--- config.mk ---
export PLATFORM = sky130hd
export DESIGN_NAME = glyph_scroll
export DESIGN_NICKNAME = d
export VERILOG_FILES = /design/src/rtl/glyph_pkg.sv /design/src/rtl/glyph_anim.sv /design/src/rtl/glyph_scroll.sv
export SDC_FILE = /design/constraint.sdc
export NUM_CORES = 1
export LEC_CHECK = 0
export BUFFER_PORTS_ARGS = -buffer_cell sky130_fd_sc_hd__buf_2
export CAP_MARGIN = 20
export CORE_MARGIN = 5
export CORE_UTILIZATION = 36
export DETAILED_ROUTE_END_ITERATION = 6
export PLACE_DENSITY = 0.6
export SLEW_MARGIN = 20
export SYNTH_ARGS = -nofsm -noshare
export SYNTH_HDL_FRONTEND = slang
export SYNTH_SLANG_ARGS = --single-unit
--- constraint.sdc ---
create_clock -name clk -period 3.19 [get_ports clk]
set_input_delay 0.319 -clock clk [delete_from_list [all_inputs] [get_ports clk]]
set_output_delay 0.319 -clock clk [all_outputs]
set_load 0.02 [all_outputs]
--- src/rtl/glyph_pkg.sv ---
// Shared definitions for the glyph scroller: mode encodings, glyph indices
// and the procedural glyph bitmap function.
package glyph_pkg;

    typedef enum logic [1:0] {
        MODE_OFF    = 2'd0,
        MODE_STATIC = 2'd1,
        MODE_SCROLL = 2'd2,
        MODE_BLINK  = 2'd3
    } mode_e;

    localparam logic [1:0] GLYPH_BLANK = 2'd0;
    localparam logic [1:0] GLYPH_BOX   = 2'd1;
    localparam logic [1:0] GLYPH_X     = 2'd2;
    localparam logic [1:0] GLYPH_CHECK = 2'd3;

    // Bitmaps are computed from (r, c) so any legal edge length works.
    function automatic logic glyph_pixel(input logic [1:0] glyph, input int r,
                                         input int c, input int size);
        int d1;
        int d2;
        d1 = r - c;
        if (d1 < 0) d1 = -d1;
        d2 = r + c - (size - 1);
        if (d2 < 0) d2 = -d2;
        case (glyph)
            GLYPH_BOX:   glyph_pixel = (r == 0) || (c == 0) || (r == size - 1) || (c == size - 1);
            GLYPH_X:     glyph_pixel = (d1 <= 1) || (d2 <= 1);
            GLYPH_CHECK: glyph_pixel = r[0] ^ c[0];
            default:     glyph_pixel = 1'b0;
        endcase
    endfunction

endpackage

--- src/rtl/glyph_anim.sv ---
// Animation timing: divides frame_start pulses into steps that advance the
// scroll offset or toggle the blink phase.
module glyph_anim
    import glyph_pkg::*;
#(
    parameter int SIZE     = 16,
    parameter int TICK_DIV = 4,
    parameter int AW       = $clog2(SIZE)
) (
    input  logic          clk,
    input  logic          rst_n,
    input  logic          frame_start,
    input  logic          activate,
    input  mode_e         mode,
    output logic [AW-1:0] offset,
    output logic          blink_vis
);

    logic [7:0]    tick_q, tick_d;
    logic [AW-1:0] offset_q, offset_d;
    logic          vis_q, vis_d;
    logic          step;

    always_comb begin
        tick_d   = tick_q;
        offset_d = offset_q;
        vis_d    = vis_q;
        step     = 1'b0;
        // A frame_start that activates a new selection restarts the animation.
        if (activate) begin
            tick_d   = '0;
            offset_d = '0;
            vis_d    = 1'b1;
        end else if (frame_start) begin
            if (tick_q == 8'(TICK_DIV - 1)) begin
                tick_d = '0;
                step   = 1'b1;
            end else begin
                tick_d = tick_q + 8'd1;
            end
            if (step && mode == MODE_SCROLL)
                offset_d = (offset_q == AW'(SIZE - 1)) ? '0 : offset_q + AW'(1);
            if (step && mode == MODE_BLINK)
                vis_d = ~vis_q;
        end
    end

    always_ff @(posedge clk) begin
        if (!rst_n) begin
            tick_q   <= '0;
            offset_q <= '0;
            vis_q    <= 1'b1;
        end else begin
            tick_q   <= tick_d;
            offset_q <= offset_d;
            vis_q    <= vis_d;
        end
    end

    assign offset    = offset_q;
    assign blink_vis = vis_q;

endmodule

--- src/rtl/glyph_scroll.sv ---
// Glyph renderer: a request is parked in a pending slot, becomes active at
// the next frame_start, and the queried pixel is returned one cycle later.
module glyph_scroll
    import glyph_pkg::*;
#(
    parameter int SIZE     = 16,
    parameter int TICK_DIV = 4,
    parameter int AW       = $clog2(SIZE)
) (
    input  logic          clk,
    input  logic          rst_n,
    input  logic          frame_start,
    input  logic [AW-1:0] row,
    input  logic [AW-1:0] col,
    input  logic          sel_valid,
    input  logic [1:0]    sel_glyph,
    input  logic [1:0]    sel_mode,
    output logic          sel_ready,
    output logic          pixel,
    output logic [AW-1:0] offset
);

    logic [1:0]    act_glyph_q, act_glyph_d;
    logic [1:0]    pend_glyph_q, pend_glyph_d;
    mode_e         act_mode_q, act_mode_d;
    mode_e         pend_mode_q, pend_mode_d;
    logic          sel_ready_q, sel_ready_d;
    logic          pixel_q, pixel_d;
    logic          accept, activate, blink_vis, glyph_bit;
    logic [AW-1:0] anim_offset, col_eff;
    logic [AW:0]   col_sum;

    // sel_ready low means a request is pending; the next frame_start consumes it.
    assign accept   = sel_valid && sel_ready_q;
    assign activate = frame_start && !sel_ready_q;

    glyph_anim #(
        .SIZE     (SIZE),
        .TICK_DIV (TICK_DIV),
        .AW       (AW)
    ) u_anim (
        .clk         (clk),
        .rst_n       (rst_n),
        .frame_start (frame_start),
        .activate    (activate),
        .mode        (act_mode_q),
        .offset      (anim_offset),
        .blink_vis   (blink_vis)
    );

    always_comb begin
        pend_glyph_d = pend_glyph_q;
        pend_mode_d  = pend_mode_q;
        act_glyph_d  = act_glyph_q;
        act_mode_d   = act_mode_q;
        sel_ready_d  = sel_ready_q;
        if (accept) begin
            pend_glyph_d = sel_glyph;
            pend_mode_d  = mode_e'(sel_mode);
            sel_ready_d  = 1'b0;
        end else if (activate) begin
            act_glyph_d = pend_glyph_q;
            act_mode_d  = pend_mode_q;
            sel_ready_d = 1'b1;
        end
    end

    always_comb begin
        col_sum = {1'b0, col} + {1'b0, anim_offset};
        col_eff = col;
        if (act_mode_q == MODE_SCROLL)
            col_eff = (col_sum >= (AW+1)'(SIZE)) ? AW'(col_sum - (AW+1)'(SIZE)) : col_sum[AW-1:0];
        glyph_bit = glyph_pixel(act_glyph_q, int'(row), int'(col_eff), SIZE);
        case (act_mode_q)
            MODE_OFF:   pixel_d = 1'b0;
            MODE_BLINK: pixel_d = glyph_bit && blink_vis;
            default:    pixel_d = glyph_bit;
        endcase
    end

    always_ff @(posedge clk) begin
        if (!rst_n) begin
            act_glyph_q  <= GLYPH_BLANK;
            pend_glyph_q <= GLYPH_BLANK;
            act_mode_q   <= MODE_OFF;
            pend_mode_q  <= MODE_OFF;
            sel_ready_q  <= 1'b1;
            pixel_q      <= 1'b0;
        end else begin
            act_glyph_q  <= act_glyph_d;
            pend_glyph_q <= pend_glyph_d;
            act_mode_q   <= act_mode_d;
            pend_mode_q  <= pend_mode_d;
            sel_ready_q  <= sel_ready_d;
            pixel_q      <= pixel_d;
        end
    end

    assign sel_ready = sel_ready_q;
    assign pixel     = pixel_q;
    assign offset    = anim_offset;

endmodule
==> results by group <==
STA
  – Worst-margin pin slew: 361 ps
  – Skew final: 6.64 ps
  – Slack of the critical path: 142 ps
  – Worst slew margin: 0.757
  – Fin crit period: 3050 ps
  – Fmax: 328 MHz
  – Worst hold margin: 307 ps
  – Fin. Hold Viols: 0
  – Fin crit share: 0.955
  – Max-slew violations: 0
  – Setup violators final: 0

Synth
  – Yosys warns: 0
  – Top cells by count, synth: dfxtp_1 (23), nand2_1 (20), ha_1 (19)
  – Top-count cell post-synth: dfxtp_1
  – Post-synthesis cell count: 201
  – Post-synthesis register bit count: 23
  – Seq/Total Area, Yosys: 0.270
  – Largest area contributor in the netlist: dfxtp_1
  – Top cells by area, synth: dfxtp_1 (27%), ha_1 (14%), mux2i_1 (4.7%)
  – Synth Net Count: 239
  – Mapped Avg Cell Area: 8.50 um2
  – Mapped cell area: 0.00171 mm2
  – Synth cell types: 39
  – Synth Flop Type: dfxtp_1
  – Synth top area share: 0.270
  – Number of synthesized flops with an enable pin: 0
  – Post-synth ARST share: 0

Power
  – Pwr dens: 335 mW/mm2
  – Power Total: 0.000667 W
  – Part of the power in registers: 0.452
  – Pleak: 0.897 nW
  – Combinational power share: 0.264
  – Peak supply drop: 0.240 mV
  – Int Power: 0.000464 W
  – Clock power share: 0.284
  – Sw frac: 0.305
  – Psw: 0.000203 W

Critical path
  – WP buf/inv: 0
  – CP cell instances: ha_1, fa_1, mux2_4, fa_1, xnor2_1, nand3_1, nor2b_1, mux2_2, a31oi_1, o221ai_1
  – CP max FO: 5
  – Crit path from: u_anim.offset[0]$_SDFFE_PP0P_
  – Slowest stage cell, crit path: fa_1
  – Family with the most delay on the worst path: adder cells
  – CP required: 3330 ps
  – Setup CP Type: flip-flop to flip-flop
  – Most frequent CP cell: fa_1
  – Worst Setup End Kind: flip-flop
  – Max incr delay on CP: 450 ps
  – Setup crit start kind: flip-flop
  – Crit path DAT: 3190 ps
  – Worst r2r src: u_anim.offset[0]$_SDFFE_PP0P_

Die
  – Core area: 0.00466 mm2
  – Die area: 0.00622 mm2
  – Die height: 78.9 um
  – # rows: 25
  – Starting Density: 0.366
  – Io pins: 22
  – Die Span X: 78.9 um

Clock network
  – Htree depth: 1
  – Clock root cell: clkbuf_8
  – Worst skew pair latency: 270 ps
  – Postcts setup bufs: 0
  – Clock slew at reported path FFs: 90 ps
  – Number of clock buffers inserted by TritonCTS: 3
  – TritonCTS clock tree: built
  – Clk sinks: 23
  – Clock buffer depth: 2

Worst hold path
  – Hold Path Origin: sel_glyph[0]
  – HP Class: input port to flip-flop

Drt
  – Final ANT Viol Nets: 0
  – Vias post-DR: 1,403
  – Routed WL per cell: 12.3 um
  – Total length of routed wires: 3460 um
  – TritonRoute pass-1 iters: 4
  – DRT iter0 DRCs: 55
  – Remaining DRCs: 0
  – Number of vias per cell: 4.98

Placement
  – Post-Place Setup Slack: -42.2 ps
  – Port Buffer Count: 21
  – GPL Wtd Cong: 0.851
  – DP Wirelength: 2760 um

Layout
  – Synth-to-Final Area Change: 16.5%
  – Fillers: 482
  – Post-layout nets: 267
  – Antenna diodes: 0
  – Layout cells sized above 1: 0.193

Global routing
  – Vias in the first global route: 1,397
  – Antenna violations before repair: 0
  – First-pass GRT wire length: 6070 um
  – Tot GR Track Use: 0.119
  – Largest net degree at the start of global routing: 15
  – Remaining Overflow, GRT: 0

Run status
  – Status: completed

Flow run
  – Max-cap violations: 0
-- stage by stage --
stage / utilization / cell area, um2 / cells / TNS, ps
3_3_place_gp: 0.412 / 1920 / 278 / 0
5_1_grt: 0.427 / 1990 / 282 / -10.1
2_1_floorplan: - / 1710 / 201 / 0
6_report: 0.427 / 1990 / 282 / 0
4_1_cts: 0.422 / 1970 / 282 / 0
3_5_place_dp: 0.412 / 1920 / 278 / -42.2
-- cells by family (layout without fill, tap and decap cells) --
group,after synthesis,after routing,synth area share
buf+inv,21,48,0.0476
simple gates,78,78,0.238
compound gates,31,31,0.127
xor+xnor,15,15,0.0769
flops,23,23,0.270
fa+ha+maj,22,22,0.174
mux,11,11,0.0667
-- layer usage --
layer | global-route usage | wire (um)
met4 | 0.0361 | 43
met2 | 0.196 | 1540
met3 | 0.0204 | 118
met5 | 0 | 0
met1 | 0.159 | 1760
-- cell usage in the layout (no fill, tap or decap), drive strengths merged, types with 8 or more instances in the layout --
cell	instances
mux2i	8
nand3	11
inv	15
ha	19
buf	29
a21oi	8
nand2	21
nor2	15
dfxtp	23
xor2	8
-- sequential cells by signal, indices dropped and copies added (netlist names), 2 cells and up --
name and count:
u_anim.tick_q 8, u_anim.offset 4, act_glyph_q 2, act_mode_q 2, pend_glyph_q 2, pend_mode_q 2
-- power groups by stage --
stage	combinational [W]	clock [W]	sequential (W)
floorplan	0.000124	0	0.000308
global placement	0.000169	0	0.000308
detailed placement	0.000170	0	0.000308
CTS	0.000172	0.000194	0.000302
global route	0.000200	0.000204	0.000303
finish	0.000176	0.000190	0.000302
-- worst reg2reg max path, stage by stage (launching register included) --
cell and delay [ps]:
dfxtp_1 320, ha_1 220, fa_1 430, mux2_4 310, fa_1 450, xnor2_1 360
nand3_1 140, nor2b_1 150, mux2_2 250, a31oi_1 160, o221ai_1 120
-- area by class of cell --
cell class              count  area, um2  area share
clock buffers               3       41.3      0.0208
clock inverters             1       7.51     0.00377
inverters                  15       56.3      0.0283
multi-input cells         157       1190       0.597
flip-flops and latches     23        463       0.233
well taps                  54       67.6      0.0340
repair buffers             29        165      0.0830
-- path summary, 6_finish.rpt --
kind / endpoint / cells after the start / slack, ps
setup / recovery: pixel$_SDFF_PN0_ / 10 / 140
hold / removal: pend_glyph_q[0]$_SDFFE_PN0P_ / 3 / 310
setup reg to reg: pixel$_SDFF_PN0_ / 10 / 140
hold reg to reg: pend_glyph_q[1]$_SDFFE_PN0P_ / 2 / 470
-- timing repair --
action                                  4_1_cts  5_1_grt
hold buffers                                  0        0
endpoints found under the setup margin        0        1
gates resized for setup                       0        3
hold endpoints to repair                      0        0
(Power assumes the default switching activity.)
